$ cat config.mk
export PLATFORM = sky130hd
export DESIGN_NAME = cbfp_denorm
export DESIGN_NICKNAME = d
export VERILOG_FILES = /design/src/rtl/cbfp_denorm.sv
export SDC_FILE = /design/constraint.sdc
export NUM_CORES = 2
export LEC_CHECK = 0
export CAP_MARGIN = 20
export CORE_AREA = 8 8 453 455
export DETAILED_ROUTE_END_ITERATION = 8
export DIE_AREA = 0 0 461 463
export HOLD_SLACK_MARGIN = 0.15
export SLEW_MARGIN = 25
export SYNTH_ARGS = -nofsm -noshare
export SYNTH_HDL_FRONTEND = slang
export SYNTH_SLANG_ARGS = --single-unit
export TNS_END_PERCENT = 5
$ cat constraint.sdc
create_clock -name clk -period 8.4 [get_ports clk]
set_input_delay 1.68 -clock clk [delete_from_list [all_inputs] [get_ports clk]]
set_output_delay 1.68 -clock clk [all_outputs]
set_load 0.1 [all_outputs]
$ cat src/rtl/cbfp_denorm.sv
`timescale 1ns/1ps
// cbfp_denorm
// Undoes the CBFP normalisation at the FFT output. It takes 16 complex
// mantissas per cycle and rescales each lane by its own CBFP index. The
// result is a wide, saturated two's-complement value. The module also emits
// a per-cycle saturation flag and a marker on the last cycle of each block.
//
// Ports
//   clk          rising-edge clock
//   rst          synchronous reset, active-high
//   di_re/di_im  16 signed mantissas per component (IWIDTH bits)
//   di_index     16 unsigned CBFP indices (5 bits)
//   di_en        input valid
//   do_re/do_im  16 restored values per component (OWIDTH bits), held while idle
//   do_en        output valid, two cycles after di_en
//   do_blk_last  last cycle of a complete BLK_CYC-cycle block
//   do_sat       some lane/component clipped on this output cycle
module cbfp_denorm #(
  parameter int IWIDTH    = 11,
  parameter int OWIDTH    = 23,
  parameter int BIAS      = 12,
  parameter int IDX_LIMIT = 16,
  parameter int BLK_CYC   = 4
) (
  input  logic                     clk,
  input  logic                     rst,
  input  logic signed [IWIDTH-1:0] di_re    [16],
  input  logic signed [IWIDTH-1:0] di_im    [16],
  input  logic        [4:0]        di_index [16],
  input  logic                     di_en,
  output logic signed [OWIDTH-1:0] do_re    [16],
  output logic signed [OWIDTH-1:0] do_im    [16],
  output logic                     do_en,
  output logic                     do_blk_last,
  output logic                     do_sat
);

  localparam int LANES  = 16;
  localparam int MAX_SH = (BIAS > IDX_LIMIT - BIAS) ? BIAS : IDX_LIMIT - BIAS;
  localparam int SHW    = (MAX_SH < 2) ? 1 : $clog2(MAX_SH + 1);
  // The extended width leaves room for a full BIAS-bit left shift, so
  // overflow is only detected by the saturation compare and never wraps.
  localparam int EW     = OWIDTH + BIAS;
  localparam int CW     = (BLK_CYC < 2) ? 1 : $clog2(BLK_CYC);

  localparam logic signed [EW-1:0] SAT_MAX = {{(BIAS + 1){1'b0}}, {(OWIDTH - 1){1'b1}}};
  localparam logic signed [EW-1:0] SAT_MIN = {{(BIAS + 1){1'b1}}, {(OWIDTH - 1){1'b0}}};

  // Clamp the index, then split it into a direction (1 = right) and a
  // shift amount. The direction bit is in the MSB of the return value.
  function automatic logic [SHW:0] decode_idx(input logic [4:0] idx);
    int c;
    c = (int'(idx) > IDX_LIMIT) ? IDX_LIMIT : int'(idx);
    if (c >= BIAS) return {1'b1, SHW'(c - BIAS)};
    else           return {1'b0, SHW'(BIAS - c)};
  endfunction

  // Scale one mantissa and clip it to OWIDTH. The saturation flag is in the
  // MSB of the return value. A right shift is arithmetic, so it truncates
  // toward -inf.
  function automatic logic [OWIDTH:0] restore(input logic signed [IWIDTH-1:0] m,
                                              input logic dir,
                                              input logic [SHW-1:0] sh);
    logic signed [EW-1:0] ext;
    logic signed [EW-1:0] sft;
    ext = {{(EW - IWIDTH){m[IWIDTH-1]}}, m};
    sft = dir ? (ext >>> sh) : (ext <<< sh);
    if (sft > SAT_MAX)      return {1'b1, SAT_MAX[OWIDTH-1:0]};
    else if (sft < SAT_MIN) return {1'b1, SAT_MIN[OWIDTH-1:0]};
    else                    return {1'b0, sft[OWIDTH-1:0]};
  endfunction

  logic [CW-1:0]            blk_cnt;
  logic                     s1_en;
  logic                     s1_last;
  logic signed [IWIDTH-1:0] s1_re  [LANES];
  logic signed [IWIDTH-1:0] s1_im  [LANES];
  logic                     s1_dir [LANES];
  logic [SHW-1:0]           s1_sh  [LANES];
  logic [SHW:0]             dec    [LANES];
  logic [OWIDTH:0]          res_re [LANES];
  logic [OWIDTH:0]          res_im [LANES];
  logic                     any_sat;

  always_comb begin
    for (int i = 0; i < LANES; i++) begin
      dec[i] = decode_idx(di_index[i]);
    end
  end

  // Stage 1 holds the block counter. Any idle cycle aborts a partial block,
  // so the counter restarts at 0 on the next valid cycle. The last-of-block
  // flag is captured alongside the data.
  always_ff @(posedge clk) begin
    if (rst) begin
      blk_cnt <= '0;
      s1_en   <= 1'b0;
      s1_last <= 1'b0;
      for (int i = 0; i < LANES; i++) begin
        s1_re[i]  <= '0;
        s1_im[i]  <= '0;
        s1_dir[i] <= 1'b0;
        s1_sh[i]  <= '0;
      end
    end else begin
      s1_en   <= di_en;
      s1_last <= di_en && (blk_cnt == CW'(BLK_CYC - 1));
      if (di_en) begin
        blk_cnt <= (blk_cnt == CW'(BLK_CYC - 1)) ? '0 : blk_cnt + CW'(1);
        for (int i = 0; i < LANES; i++) begin
          s1_re[i]  <= di_re[i];
          s1_im[i]  <= di_im[i];
          s1_dir[i] <= dec[i][SHW];
          s1_sh[i]  <= dec[i][SHW-1:0];
        end
      end else begin
        blk_cnt <= '0;
      end
    end
  end

  // Rescale and saturate all 32 components. The clip flags are ORed into a
  // single per-cycle indicator.
  always_comb begin
    any_sat = 1'b0;
    for (int i = 0; i < LANES; i++) begin
      res_re[i] = restore(s1_re[i], s1_dir[i], s1_sh[i]);
      res_im[i] = restore(s1_im[i], s1_dir[i], s1_sh[i]);
      any_sat   = any_sat | res_re[i][OWIDTH] | res_im[i][OWIDTH];
    end
  end

  // Stage 2 registers the outputs. The data holds while idle, and the flags
  // are qualified by valid.
  always_ff @(posedge clk) begin
    if (rst) begin
      do_en       <= 1'b0;
      do_blk_last <= 1'b0;
      do_sat      <= 1'b0;
      for (int i = 0; i < LANES; i++) begin
        do_re[i] <= '0;
        do_im[i] <= '0;
      end
    end else begin
      do_en       <= s1_en;
      do_blk_last <= s1_en & s1_last;
      do_sat      <= s1_en & any_sat;
      if (s1_en) begin
        for (int i = 0; i < LANES; i++) begin
          do_re[i] <= res_re[i][OWIDTH-1:0];
          do_im[i] <= res_im[i][OWIDTH-1:0];
        end
      end
    end
  end

endmodule
**After elaboration in Yosys (flattened, before gate mapping)**

Memory sizes are Yosys's and may differ from the RTL's.
Cells that the tools add are included.

- $add $sub $neg: 33
- Magnitude comparators: 96
- Multiplexer cells: 197
- Equal/unequal tests: 1
- Reductions and logical operators: 2
- Shifts and indexed selects: 64
- Bitwise logic cells: 98

Operator list:

| operator | count |
|---|---|
| 2-to-1 mux 24 bit | 64 |
| > comparator 35 x 23 -> 1 bit, second input constant | 32 |
| < comparator 35 x 23 -> 1 bit, second input constant | 32 |
| 2-to-1 mux 35 bit | 32 |
| <<< shifter 11 x 4 -> 35 bit | 32 |
| >>> shifter 11 x 4 -> 35 bit | 32 |
| 2-to-1 mux 11 bit | 32 |
| 2-to-1 mux 5 bit | 32 |
| OR 1 bit | 95 |
| >= comparator 5 x 4 -> 1 bit, second input constant | 16 |
| > comparator 5 bit, second input constant | 16 |
| 2-to-1 mux 4 bit | 16 |
| subtractor 4 bit, first input constant | 16 |
| subtractor 4 bit, second input constant | 16 |
| 2-to-1 mux 1 bit | 21 |
| OR reduction 3 bit | 1 |
| adder 2 x 1 -> 2 bit, second input constant | 1 |
| AND 1 bit | 2 |
| == test 2 bit, second input constant | 1 |
| logical AND 1 bit | 1 |
| NOT 1 bit | 1 |

- Register bits: 743
- Memories: 4
- Output and inout port bits: 739
- RAM bits: 432

Memories:

| memory | depth | width | read ports | clocked after memory_dff | wr ports | line | source |
|---|---|---|---|---|---|---|---|
| s1_im | 16 | 11 | 16 | 0 | 16 | 77 | `logic signed [IWIDTH-1:0] s1_im [LANES];` |
| s1_re | 16 | 11 | 16 | 0 | 16 | 76 | `logic signed [IWIDTH-1:0] s1_re [LANES];` |
| s1_sh | 16 | 4 | 16 | 0 | 16 | 79 | `logic [SHW-1:0] s1_sh [LANES];` |
| s1_dir | 16 | 1 | 16 | 0 | 16 | 78 | `logic s1_dir [LANES];` |

**Logic depth before layout (Yosys ltp)**

- Depth in word-level cells: 37
- Gate-level depth with buffers: 12
- Gate-level depth less buffers: 8

**Worst setup path before layout**

No wires, ideal clock.

- Kind: input port to flip-flop
- Start: input port rst
- End: memory s1_dir[0][0], enable pin
- Data required time: 7.782 ns
- Path slack: 0.092 ns
- Cell stages on the path: 4
- Data arrival time: 7.690 ns
- Cells stage by stage: clkbuf_1 > clkbuf_1 > clkbuf_1 > or2_2

RTL lines:

| item | line | source |
|---|---|---|
| start: declaration | 26 | `input logic rst,` |
| end: declaration | 78 |  |

**Final worst setup path**

- Start: register do_im[176] (netlist name)
- End: output port do_im[176] (netlist name)

RTL lines:

| item | line | source |
|---|---|---|
| start: declaration | 32 | `output logic signed [OWIDTH-1:0] do_im [16],` |
| start signal: indexed assignment | 151 | `do_im[i] <= res_im[i][OWIDTH-1:0];` |

No word-level cell between the ends.

==> results.ini <==
[status]
status=finished, final reports clean

[worst_setup_path]
critical-path-top-delay-family=buffers and inverters
slowest_stage=clkdlybuf4s50_1
cp_num_buf_inv=1
cp_max_fo=2
critPathRequiredTime_ns=6.72
crit_path_start_kind=register
arrival_ns=2.72
worstSetupPathType=reg -> out
cpPeakStageDelay_ns=1.25
path_cells=clkdlybuf4s50_1
crit_path_end_kind=output pin

[global_routing]
grt_pass1_vias=73200
overflow=0
use_met1=0.432
grt_pass1_wl_um=525000
grt_usage=0.323
busiest_layer=met2
grt_max_degree=185
antenna_found_initial=49
use_met2=0.493
grt_util_met3=0.0768

[synth]
syn_nets=10200
ys_async_sr_fraction=0
synth_edf_count=432
ys.flop_type=dfxtp_1
syn_inst=9721
ys_types=96
ys_seq_area_frac=0.359
synth.avg_cell_area_um2=7.99
yosysWarnings=0
ys_seq_elements=1175
syn_area_um2=77700

[drt]
drt-initial-drc-count=8853
avgViaCountPerCell=6.01
wl_um=367000
drt.antenna.violating_nets=0
drc=0
detail_route.wl_per_cell_um=28.0
firstDrtPassIters=8
num_vias=78700

[cells_and_area]
syn2layout_area_growth_pct=21.7
drive_gt1_frac=0.0873
utilization=0.477
fin_nets=10800
instances_no_fill=13100
fin_area_um2=94500

[cts]
clkTransAtPathRegs_ns=0.06
holdBufCountCts=0
clk_latency_ns=0.84
clockBufferDepth=3
numCtsBuffers=140
ctsResizeCount=0
post-cts-setup-buffers=0
cts_sinks=1175
cts_root_buf=clkbuf_16
cts_tree=built
cts_max_level=4

[placed_design]
io_buffers=1173
placed_area_um2=89800
place_congestion=0.976
place_inst=12800
place_hpwl_um=280000

[power_and_ir_drop]
pwr-share-comb=0.361
power-per-cell-area_nw_per_um2=219
p_leak_nw=34.7
ir_drop_v=0.000190
internal-power_mw=12.1
p_switching_mw=8.54
swShare=0.413
power_frac_clock=0.300
power_mw=20.7
seqPwrFrac=0.339

[floorplanning]
die_h_um=463
die_w_um=461
die_area_um2=213000
floorplan.initialDensity=0.392
rows=164
io_pins=1174
core_um2=198000

[sta]
setup_viol=0
relSlewSlack=0.238
fin_skew_ns=0.0388
fin_tns_setup_ns=0
rsz0062_at_grt=false
timing.final.hold_violations=0
tightest_slew_ns=1.14
fmax_mhz=227
post-route-min-period_ns=4.40
slew_viol_final=0
fin_crit_sh=0.524

[min_path]
min_path_type=reg -> reg

[job]
drv_cap=0

==> cell families (layout without fill, tap and decap cells) <==
| kind of cell | after synthesis | after routing | synth area share |
|---|---|---|---|
| flip-flops | 1175 | 1175 | 0.359 |
| XOR/XNOR | 16 | 16 | 0.00180 |
| other | 0 | 23 | 0 |
| multiplexers | 1032 | 1032 | 0.148 |
| AND/OR/NAND/NOR | 3544 | 3544 | 0.202 |
| adder cells (fa/ha/maj) | 33 | 33 | 0.00532 |
| AO/OA/AOI/OAI | 2912 | 2912 | 0.232 |
| buffers and inverters | 1009 | 1690 | 0.0521 |
==> synthesized netlist by cell type, types with 30 or more instances <==
cell,instances,area [um^2]
nor3_1,264,1320
o21a_1,63,473
and3_1,30,188
dfxtp_1,743,14900
mux2i_1,694,6950
mux4_2,66,1490
nand3_1,97,485
buf_2,140,701
edfxtp_1,432,13000
o21ai_0,728,3640
a221oi_1,38,333
nor2_1,1616,6070
ha_1,33,413
o2bb2ai_1,33,289
o22ai_1,292,1830
buf_1,84,315
nand2b_1,126,788
nor2b_1,206,1290
a21oi_1,787,3940
nand2_1,834,3130
a311oi_1,82,718
a21o_1,33,248
and2_1,262,1640
mux2_2,269,3030
a211oi_1,404,3030
a31oi_1,112,701
clkbuf_1,641,2410
o211ai_1,104,781
inv_1,97,364
==> sequential cells by signal, summed over array words and instances (netlist names) <==
register,count
do_im,368
do_re,368
s1_im,176
s1_re,176
s1_sh,64
s1_dir,16
blk_cnt,2
do_blk_last,1
do_en,1
do_sat,1
s1_en,1
s1_last,1
==> final timing paths <==
check              startpoint    endpoint  slack [ns]  cells after the start
setup / recovery   do_im[176]  do_im[176]        4.00                      1
hold / removal     blk_cnt[0]  blk_cnt[0]        0.45                      1
setup reg to reg  s1_sh[1][1]      do_sat        4.37                      9
hold reg to reg    blk_cnt[0]  blk_cnt[0]        0.45                      1
==> power groups by stage <==
stage | clock network [mW] | registers [mW] | logic [mW]
finish | 6.20 | 7.01 | 7.47
floorplan | 0 | 8.66 | 3.52
global route | 6.52 | 7.04 | 7.91
detailed placement | 0 | 7.10 | 7.36
global placement | 0 | 7.11 | 7.38
CTS | 6.31 | 6.99 | 7.39
==> layer usage <==
layer	wire (um)	part of all wire	vias up
li1	-	-	36400
met1	155000	0.42	38000
met2	160000	0.44	3675
met3	32100	0.087	590
met4	19900	0.054	22
met5	142	0.00039	-
==> cell usage in the layout (no fill, tap or decap), types with 63 or more instances in the layout <==
cell and count:
dfxtp_1 742, nand2b_1 125, o21a_1 63, nor2_1 1614
a211oi_1 404, mux4_2 66, nor3_1 264, clkbuf_16 145
nand3_1 97, o211ai_1 104, a31oi_1 111, nand2_1 834
inv_1 95, o22ai_1 292, and2_1 262, clkdlybuf4s50_1 1032
mux2i_1 694, edfxtp_1 432, o21ai_0 727, a311oi_1 80
mux2_2 269, nor2b_1 205, buf_4 218, a21oi_1 787
==> stage by stage <==
step                      hold WS (ns)  setup slack (ns)
after floorplan                  0.406            0.0918
after detailed placement         0.424              3.70
after global routing             0.466              3.95
final                            0.451              4.00
after CTS                        0.440              3.93
after global placement           0.418              3.68
==> layout make-up <==
type / instances / area (um^2)
Fill cell: 19600 / 104000
Multi-Input combinational cell: 7537 / 45800
Sequential cell: 1175 / 27900
Timing Repair Buffer: 1306 / 12400
Clock buffer: 182 / 3870
Tap cell: 2656 / 3320
Clock inverter: 79 / 758
Inverter: 123 / 469
Antenna cell: 23 / 57.6
Power figures use the tool's default switching activity.
